**src/rtl/ldst_issue_queue.sv**
```systemverilog
// In-order issue queue for DS-format load/store micro-ops with sign-extended byte displacement.
// Optional same-cycle bypass of an empty queue: define LDST_QUEUE_BYPASS_EN.
module ldst_issue_queue #(
  parameter int unsigned regWidth     = 5,
  parameter int unsigned immWidth     = 14,
  parameter int unsigned depth        = 4,
  parameter int unsigned ptrWidth     = 2,
  parameter logic [2:0]  LdStUnitCode = 3'd2
) (
  input  logic                  clock_i,
  input  logic                  resetn_i,
  input  logic                  enable_i,
  input  logic [regWidth-1:0]   reg1_i,
  input  logic [regWidth-1:0]   reg2_i,
  input  logic                  reg2ValOrZero_i,
  input  logic [0:immWidth-1]   imm_i,
  input  logic [2:0]            functionalUnitCode_i,
  output logic                  stall_o,
  output logic                  valid_o,
  input  logic                  ready_i,
  output logic [regWidth-1:0]   reg1_o,
  output logic [regWidth-1:0]   reg2_o,
  output logic                  reg2ValOrZero_o,
  output logic [0:63]           disp_o,
  output logic [ptrWidth:0]     count_o,
  output logic [7:0]            dropCount_o
);

  localparam int unsigned CntW  = ptrWidth + 1;
  localparam int unsigned DispW = 64;
  localparam int unsigned ExtW  = DispW - immWidth - 2;

  typedef struct packed {
    logic [regWidth-1:0] reg1;
    logic [regWidth-1:0] reg2;
    logic                zero;
    logic [DispW-1:0]    disp;
  } entry_t;

  entry_t              mem_q [depth];
  entry_t              mem_d [depth];
  logic [ptrWidth-1:0] wr_ptr_q, wr_ptr_d;
  logic [ptrWidth-1:0] rd_ptr_q, rd_ptr_d;
  logic [CntW-1:0]     count_q, count_d;
  logic [7:0]          drop_q, drop_d;

  entry_t     in_entry_c;
  entry_t     head_c;
  logic [0:DispW-1] disp_c;
  logic       match_c;
  logic       full_c;
  logic       byp_c;
  logic       valid_c;
  logic       pop_c;
  logic       pop_stored_c;
  logic       accept_c;
  logic       push_c;
  logic       drop_c;

  // Bypass only applies to a matching op arriving at an empty queue.
`ifdef LDST_QUEUE_BYPASS_EN
  assign byp_c = match_c && (count_q == '0);
`else
  assign byp_c = 1'b0;
`endif

  // Handshake, displacement formation and next-state computation.
  always_comb begin
    disp_c       = {{ExtW{imm_i[0]}}, imm_i, 2'b00};
    in_entry_c   = '{reg1: reg1_i, reg2: reg2_i, zero: reg2ValOrZero_i, disp: disp_c};
    match_c      = enable_i && (functionalUnitCode_i == LdStUnitCode);
    full_c       = (count_q == CntW'(depth));
    valid_c      = (count_q != '0) || byp_c;
    head_c       = byp_c ? in_entry_c : mem_q[rd_ptr_q];
    pop_c        = valid_c && ready_i;
    pop_stored_c = pop_c && !byp_c;
    accept_c     = match_c && (!full_c || pop_c);
    push_c       = accept_c && !(byp_c && ready_i);
    drop_c       = enable_i && !accept_c;

    mem_d    = mem_q;
    wr_ptr_d = wr_ptr_q;
    rd_ptr_d = rd_ptr_q;
    count_d  = count_q + CntW'(push_c) - CntW'(pop_stored_c);
    drop_d   = drop_q;

    if (push_c) begin
      mem_d[wr_ptr_q] = in_entry_c;
      wr_ptr_d        = wr_ptr_q + ptrWidth'(1);
    end
    if (pop_stored_c) begin
      rd_ptr_d = rd_ptr_q + ptrWidth'(1);
    end
    if (drop_c && (drop_q != 8'hFF)) begin
      drop_d = drop_q + 8'd1;
    end
  end

  always_ff @(posedge clock_i) begin
    if (!resetn_i) begin
      for (int i = 0; i < int'(depth); i++) begin
        mem_q[i] <= '0;
      end
      wr_ptr_q <= '0;
      rd_ptr_q <= '0;
      count_q  <= '0;
      drop_q   <= '0;
    end else begin
      mem_q    <= mem_d;
      wr_ptr_q <= wr_ptr_d;
      rd_ptr_q <= rd_ptr_d;
      count_q  <= count_d;
      drop_q   <= drop_d;
    end
  end

  assign valid_o         = valid_c;
  assign stall_o         = (count_q >= CntW'(depth - 1));
  assign reg1_o          = head_c.reg1;
  assign reg2_o          = head_c.reg2;
  assign reg2ValOrZero_o = head_c.zero;
  assign disp_o          = head_c.disp;
  assign count_o         = count_q;
  assign dropCount_o     = drop_q;

endmodule
```
**config.mk**
```make
export PLATFORM = sky130hd
export DESIGN_NAME = ldst_issue_queue
export DESIGN_NICKNAME = d
export VERILOG_FILES = /design/src/rtl/ldst_issue_queue.sv
export SDC_FILE = /design/constraint.sdc
export NUM_CORES = 1
export LEC_CHECK = 0
export BUFFER_PORTS_ARGS = -buffer_cell sky130_fd_sc_hd__buf_2
export CAP_MARGIN = 20
export CELL_PAD_IN_SITES_DETAIL_PLACEMENT = 1
export CELL_PAD_IN_SITES_GLOBAL_PLACEMENT = 2
export CORE_UTILIZATION = 37
export DETAILED_ROUTE_END_ITERATION = 7
export PLACE_DENSITY_LB_ADDON = 0.25
export RECOVER_POWER = 100
export SLEW_MARGIN = 20
export SYNTH_ARGS = -nofsm -noshare
export SYNTH_HDL_FRONTEND = slang
export SYNTH_SLANG_ARGS = --single-unit
```
**constraint.sdc**
```tcl
create_clock -name clock_i -period 4.7 [get_ports clock_i]
set_input_delay 0.94 -clock clock_i [delete_from_list [all_inputs] [get_ports clock_i]]
set_output_delay 0.94 -clock clock_i [all_outputs]
set_load 0.005 [all_outputs]
```
==> summary.txt, run 1 <==
STATUS
---------------------------------------------------------------------------------------
Outcome                                                                    finished with violations
Failing checks                                                             max-capacitance violations, max-slew violations

SETUP PATH
---------------------------------------------------------------------------------------
Worst path required time                                                        4.99 ns
WS Path Type                                                                  in -> reg
Count of cell instances traversed by the critical path                                6
Most numerous cell on the critical path                                    sky130_fd_sc_hd__clkbuf_1
Setup crit start kind                                                        input port
Crit. End Element                                                             flip-flop
Bufs and invs on worst path                                                           2
Highest net fanout along the worst path                                              25
Critical path cell sequence                                                clkbuf_1, nor4bb_1, clkbuf_1, nand3_1, mux2i_1, nor2b_1
Crit-path leading delay family                                             simple AND/OR/NAND/NOR gates
Data arrival time of the critical path                                          3.77 ns
Slowest cell on the critical path                                          sky130_fd_sc_hd__nand3_1
Slowest stage delay, CP                                                         1.38 ns
Number of cells on the worst reg-to-reg path                                          5

LOGIC SYNTHESIS
---------------------------------------------------------------------------------------
Top cells by area in the synthesized netlist                               sky130_fd_sc_hd__dfxtp_1, sky130_fd_sc_hd__mux2i_1, sky130_fd_sc_hd__mux4_2, sky130_fd_sc_hd__nor2b_1, sky130_fd_sc_hd__buf_4
Post-synth top cells                                                       sky130_fd_sc_hd__dfxtp_1, sky130_fd_sc_hd__mux2i_1, sky130_fd_sc_hd__nor2b_1, sky130_fd_sc_hd__buf_4, sky130_fd_sc_hd__nor2_1
Post-synth top area share                                                        0.4201
Leading area contributor after synthesis                                   sky130_fd_sc_hd__dfxtp_1
Main flop type after synthesis                                             sky130_fd_sc_hd__dfxtp_1
Fraction of synthesis flops using an asynchronous set or reset pin                    0
Post-synth EDFFs                                                                      0
Sequential element share of the synthesized area                                 0.4201
Mean instance size in the synthesized netlist                                 11.05 µm²
Post-synthesis sequential element count                                             115
Total standard cell area after synthesis                                       5480 µm²
Number of library cell types mapped by synthesis                                     41
Most repeated cell in the gate-level netlist after synthesis               sky130_fd_sc_hd__dfxtp_1
Yosys warning count                                                                   0
Number of standard cells after synthesis                                            496

ROUTING
---------------------------------------------------------------------------------------
Routed wire length per instance                                                16.65 µm
Number of violations reported at the end of detailed-routing iteration 0            123
Remaining number of nets flagged by the antenna check after routing                   0
Via density per instance                                                          4.863
First-pass DRT Iterations                                                             4
Routed via count                                                                   3681
DRC errors left                                                                       0
Wire length reported by the detailed router                                    12.60 mm

FINISH
---------------------------------------------------------------------------------------
Post-layout instance count excluding filler cells                                   757
Area overhead of the layout relative to synthesis                                15.23%
Layout fillers                                                                     1622
Inserted Diodes                                                                       0
Combined area of the multi-input logic cells                                   2625 µm²
Final #Nets                                                                         601
Sequential cell area in the final layout                                       2303 µm²
Share of post-route cells with drive strength above 1                            0.2042

CLOCK NETWORK
---------------------------------------------------------------------------------------
Clock sink total                                                                    115
Buffer depth of the longest clock path                                                2
Total clock buffers created by CTS                                                   17
Post-CTS setup repair buffer count                                                    0
Clock root cell                                                            sky130_fd_sc_hd__clkbuf_16
Count of hold buffers inserted by post-cts repair                                     0
Register clock-pin slew on the reported worst setup and hold paths              0.05 ns
Clock latency on the worst-skew pair                                            0.41 ns
Count of instances resized after the clock tree is built                              0
TritonCTS clock tree                                                                yes
# H-tree levels                                                                       4

DIE
---------------------------------------------------------------------------------------
Full die area                                                                 15300 µm²
Overall die width                                                              123.7 µm
Std-Cell Core Area                                                            14480 µm²
Site Rows                                                                            44
Starting density of the core                                                     0.3785
Number of placed I/O pins                                                           120
Vertical die dimension                                                         123.7 µm

STA
---------------------------------------------------------------------------------------
Final count of negative-setup-slack endpoints                                         0
Smallest setup slack after layout                                              1.224 ns
Clock tree skew after final layout                                          0.005965 ns
Number of endpoints with negative hold slack in the final report                      0
Tightest Pin Transition                                                        1.926 ns
Peak clock frequency supported by timing                                      287.6 MHz
Max_slew headroom                                                               -0.2874
Fin. max-slew vios                                                                   70
RSZ-0062 raised after global routing                                              false
Final min period                                                               3.476 ns
Worst Hold Slack                                                              0.4927 ns
Share of the cycle needed by the critical path after routing                     0.7397
Setup total negative slack                                                         0 ns

PWR
---------------------------------------------------------------------------------------
Post-layout total power                                                        2.672 mW
PD cells                                                                   423.1 nW/µm²
VDD IR-drop max                                                               0.2730 mV
Leakage component of the power                                                 3.018 nW

GRT
---------------------------------------------------------------------------------------
Total congestion overflow                                                             0
Global router's overall resource usage                                           0.1769
Global-route wire length before repair                                         19.89 mm
Initial antenna violation count                                                       0
Via count of the first global-routing pass                                         3861
Maximum number of pins on one net before global-route repair                         85

HOLD PATH
---------------------------------------------------------------------------------------
Class of the most critical hold timing path                                  reg -> reg
Cells on Worst Hold Path                                                              2

PLACED DESIGN
---------------------------------------------------------------------------------------
Worst Setup Slack post-DPL                                                     1.491 ns
Final GP Congestion                                                              0.7187
IO buf count                                                                        117
Total placed cells including tap cells                                              723
Half-perimeter wire length of the detailed placement result                    7.783 mm

JOB
---------------------------------------------------------------------------------------
Max_cap viols                                                                         3

## report_power, final
group / switching, mW / internal [mW]
logic: 0.129 / 0.164
registers: 0.0907 / 1.00
clock network: 0.448 / 0.838
total: 0.667 / 2.00
## per-stage QoR
step | utilization | area, µm²
floorplan | - | 5484
global placement | 0.4025 | 5828
detailed placement | 0.4025 | 5828
CTS | 0.4429 | 6412
global route | 0.4361 | 6315
finish | 0.4361 | 6315
## placed cells by master, fill, tap and decap left out, types with 2 or more instances in the layout
cell type	n
sky130_fd_sc_hd__nor2_1	33
sky130_fd_sc_hd__a21boi_0	2
sky130_fd_sc_hd__nand3_1	8
sky130_fd_sc_hd__nand2b_1	3
sky130_fd_sc_hd__o31ai_1	4
sky130_fd_sc_hd__xnor2_1	4
sky130_fd_sc_hd__ha_1	8
sky130_fd_sc_hd__or3_1	2
sky130_fd_sc_hd__mux4_2	25
sky130_fd_sc_hd__clkinv_2	8
sky130_fd_sc_hd__buf_2	58
sky130_fd_sc_hd__inv_1	6
sky130_fd_sc_hd__clkbuf_16	17
sky130_fd_sc_hd__or4_1	2
sky130_fd_sc_hd__buf_4	3
sky130_fd_sc_hd__nand2_1	7
sky130_fd_sc_hd__and2_0	2
sky130_fd_sc_hd__mux2i_1	101
sky130_fd_sc_hd__o211ai_1	2
sky130_fd_sc_hd__nor2b_1	72
sky130_fd_sc_hd__o21ai_0	2
sky130_fd_sc_hd__clkbuf_1	64
sky130_fd_sc_hd__bufinv_16	3
sky130_fd_sc_hd__a21oi_1	2
sky130_fd_sc_hd__dfxtp_1	114
sky130_fd_sc_hd__conb_1	2
## routing by layer
metal	part of all wire	routed length, µm	global-route usage	vias to the layer above
li1	-	-	-	1787
met4	0.013	163	0.07003	0
met2	0.50	6307	0.3111	68
met3	0.039	496	0.04441	11
met1	0.45	5636	0.2045	1815
met5	0	0	0	-
## registers in the layout, summed over array words and instances (netlist names)
name and count:
dropCount_o 8, wr_ptr_q 2, rd_ptr_q 2, count_o 3
mem_q 100
## worst paths after layout
check	start	to	slack (ns)
max reg2reg	count_o[1]$_SDFF_PN0_	mem_q[148]$_SDFFE_PN0P_	1.41
max	enable_i	mem_q[73]$_SDFFE_PN0P_	1.22
min	mem_q[216]$_SDFFE_PN0P_	mem_q[216]$_SDFFE_PN0P_	0.49
min reg2reg	mem_q[216]$_SDFFE_PN0P_	mem_q[216]$_SDFFE_PN0P_	0.49
## layout make-up
class | count | share of cell area
Clock buffer | 20 | 0.07073
Clock inverter | 12 | 0.02180
Inverter | 7 | 0.004161
Multi-Input combinational cell | 296 | 0.4157
Sequential cell | 115 | 0.3648
Tap cell | 184 | 0.03646
Timing Repair Buffer | 123 | 0.08639
## worst reg2reg max path: stages (launching register included)
cell and delay [ns]:
sky130_fd_sc_hd__dfxtp_1 0.38, sky130_fd_sc_hd__or4b_1 0.69, sky130_fd_sc_hd__nand3_1 0.54, sky130_fd_sc_hd__clkbuf_1 1.19, sky130_fd_sc_hd__mux2i_1 0.32, sky130_fd_sc_hd__nor2b_1 0.07
## logic make-up after synthesis
kind of cell / Yosys count / share of synthesized area
multiplexers: 126 / 0.2872
AO/OA/AOI/OAI: 17 / 0.02352
other: 1 / 0.0006843
AND/OR/NAND/NOR: 138 / 0.1434
XOR/XNOR: 4 / 0.006392
adder cells (fa/ha/maj): 9 / 0.02192
flip-flops: 115 / 0.4201
buffers and inverters: 86 / 0.09680
No activity file was read; power rests on OpenSTA's default activity.
==> run 2, diff against run 1 <==
--- a/config.mk
+++ b/config.mk
@@ -9,7 +9,7 @@
 export CAP_MARGIN = 20
 export CELL_PAD_IN_SITES_DETAIL_PLACEMENT = 1
 export CELL_PAD_IN_SITES_GLOBAL_PLACEMENT = 2
-export CORE_UTILIZATION = 37
+export CORE_UTILIZATION = 35
 export DETAILED_ROUTE_END_ITERATION = 7
 export PLACE_DENSITY_LB_ADDON = 0.25
 export RECOVER_POWER = 100
==> constraint.sdc (replaced) <==
create_clock -name clock_i -period 3.2 [get_ports clock_i]
set_input_delay 0.64 -clock clock_i [delete_from_list [all_inputs] [get_ports clock_i]]
set_output_delay 0.64 -clock clock_i [all_outputs]
set_load 0.005 [all_outputs]
==> run 2 against run 1 <==
The flow now finishes without violations. Register-to-register slack worse by 0.83 ns. Cell count is 4.5% higher. Sequential power is 43% higher. Die area is 5.6% higher. Design area is 3.0% higher. Combinational power is 72% higher. Non-clock buffer count is 7 higher. Critical endpoint is now disp_o[51]. Highest routed layer unchanged.
==> summary.txt, run 2 (synthesized netlist as in run 1, its figures left out) <==
FINISH
---------------------------------------------------------------------------------------
Layout fillers                                                                     1725
Inserted Diodes                                                                       0
Most flops, register                                                              mem_q
Combined area of the multi-input logic cells                                   2630 µm²
Share of post-route cells with drive strength above 1                            0.2690
Area overhead of the layout relative to synthesis                                18.70%
Commonest non-fill, non-tap cell in the layout                             sky130_fd_sc_hd__dfxtp_1
Final #Nets                                                                         608
Most used cells in the layout excluding fill and tap cells                 sky130_fd_sc_hd__dfxtp_1, sky130_fd_sc_hd__mux2i_1, sky130_fd_sc_hd__buf_2, sky130_fd_sc_hd__nor2b_1, sky130_fd_sc_hd__clkbuf_1
Max reg flops                                                                       100
Sequential cell area in the final layout                                       2305 µm²

CLOCK NETWORK
---------------------------------------------------------------------------------------
TritonCTS clock tree                                                                yes
Register clock-pin slew on the reported worst setup and hold paths              0.05 ns
Clock latency on the worst-skew pair                                            0.41 ns
Post-CTS setup repair buffer count                                                    0
Clock root cell                                                            sky130_fd_sc_hd__clkbuf_16
Clock sink total                                                                    115
Count of instances resized after the clock tree is built                              0
# H-tree levels                                                                       4
Buffer depth of the longest clock path                                                2
Count of hold buffers inserted by post-cts repair                                     0
Total clock buffers created by CTS                                                   17

GRT
---------------------------------------------------------------------------------------
Global-route wire length before repair                                         20.78 mm
Via count of the first global-routing pass                                         3882
Initial antenna violation count                                                       0
Total congestion overflow                                                             0
Global router's overall resource usage                                           0.1692
Maximum number of pins on one net before global-route repair                         50

HOLD PATH
---------------------------------------------------------------------------------------
Hold EP                                                                    mem_q[212]$_SDFFE_PN0P_
Class of the most critical hold timing path                                  reg -> reg
Cells on Worst Hold Path                                                              2
HP Start                                                                   mem_q[212]$_SDFFE_PN0P_

STA
---------------------------------------------------------------------------------------
Final min period                                                               2.802 ns
RSZ-0062 raised after global routing                                              false
Tightest Pin Transition                                                        1.207 ns
Setup total negative slack                                                         0 ns
Max_slew headroom                                                                0.1955
Number of endpoints with negative hold slack in the final report                      0
Final count of negative-setup-slack endpoints                                         0
Worst Hold Slack                                                              0.4940 ns
Share of the cycle needed by the critical path after routing                     0.8755
Peak clock frequency supported by timing                                      356.9 MHz
Fin. max-slew vios                                                                    0
Clock tree skew after final layout                                          0.006310 ns

PLACED DESIGN
---------------------------------------------------------------------------------------
IO buf count                                                                        117
Final GP Congestion                                                              0.7125
Half-perimeter wire length of the detailed placement result                    8.352 mm

ROUTING
---------------------------------------------------------------------------------------
Routed via count                                                                   3698
Remaining number of nets flagged by the antenna check after routing                   0
Via density per instance                                                          4.675
Number of violations reported at the end of detailed-routing iteration 0             87
Wire length reported by the detailed router                                    12.71 mm
Routed wire length per instance                                                16.07 µm
DRC errors left                                                                       0
First-pass DRT Iterations                                                             4

SETUP PATH
---------------------------------------------------------------------------------------
Setup crit start kind                                                         flip-flop
R2r startpoint                                                             count_o[1]$_SDFF_PN0_
Highest net fanout along the worst path                                              12
Number of cells on the worst reg-to-reg path                                          6
Worst reg-to-reg setup slack                                                    0.58 ns
WS Path Type                                                                 reg -> out
Reg2reg end                                                                mem_q[89]$_SDFFE_PN0P_
Crit. End Element                                                            output pin
Worst path required time                                                        2.56 ns
Data arrival time of the critical path                                          2.16 ns

DIE
---------------------------------------------------------------------------------------
Site Rows                                                                            45
Std-Cell Core Area                                                            15260 µm²
Full die area                                                                 16160 µm²
Starting density of the core                                                     0.3592
Vertical die dimension                                                         127.1 µm
Overall die width                                                              127.1 µm
Number of placed I/O pins                                                           120

STATUS
---------------------------------------------------------------------------------------
Outcome                                                                    finished clean

JOB
---------------------------------------------------------------------------------------
Max_cap viols                                                                         0

PWR
---------------------------------------------------------------------------------------
VDD IR-drop max                                                               0.4036 mV
PD cells                                                                   610.3 nW/µm²
Leakage component of the power                                                 3.211 nW
Post-layout total power                                                        3.970 mW

==> run 2: worst max-delay path by stage <==
stage	startpoint	endpoint	depth (start not counted)
floorplan	rd_ptr_q[0]$_SDFFE_PN0N_	disp_o[0]	4
global placement	enable_i	count_o[2]$_SDFF_PN0_	10
detailed placement	enable_i	count_o[2]$_SDFF_PN0_	10
CTS	rd_ptr_q[1]$_SDFFE_PN0N_	disp_o[28]	2
global route	rd_ptr_q[1]$_SDFFE_PN0N_	disp_o[51]	3
finish	rd_ptr_q[1]$_SDFFE_PN0N_	disp_o[51]	3
==> run 2: final cells by class <==
class | instances | area share
repair buffers | 130 | 0.1052
clock buffers | 22 | 0.07136
flip-flops and latches | 115 | 0.3543
multi-input cells | 296 | 0.4043
inverters | 7 | 0.004039
well taps | 211 | 0.04058
clock inverters | 10 | 0.02020
==> run 2: worst max-delay path, stage by stage, from the launching register on <==
cell and delay [ns]:
sky130_fd_sc_hd__dfxtp_2 0.54, sky130_fd_sc_hd__clkbuf_2 0.48, sky130_fd_sc_hd__mux4_2 0.58, sky130_fd_sc_hd__buf_2 0.14
==> run 2: per-layer routing <==
metal / wire [µm] / up-vias / global-route usage
met5: 0 / - / 0
met4: 124 / 0 / 0.06933
met3: 520 / 9 / 0.05109
met2: 6174 / 75 / 0.2796
met1: 5893 / 1804 / 0.2057
li1: - / 1810 / -
==> run 2: power by group <==
part | total (mW) | switching (mW) | internal (mW)
clock network | 1.91 | 0.649 | 1.26
logic | 0.503 | 0.243 | 0.260
registers | 1.56 | 0.0861 | 1.47
total | 3.97 | 0.978 | 2.99
==> run 2: stage by stage <==
step / instance area (µm²) / utilization / std cells / setup slack [ns]
after floorplan: 5484 / - / 497 / 0.5624
after global placement: 5979 / 0.3919 / 759 / 0.5407
after detailed placement: 5979 / 0.3919 / 759 / 0.4453
after CTS: 6575 / 0.4309 / 791 / 0.4648
after global routing: 6505 / 0.4263 / 791 / 0.2621
final: 6505 / 0.4263 / 791 / 0.3984
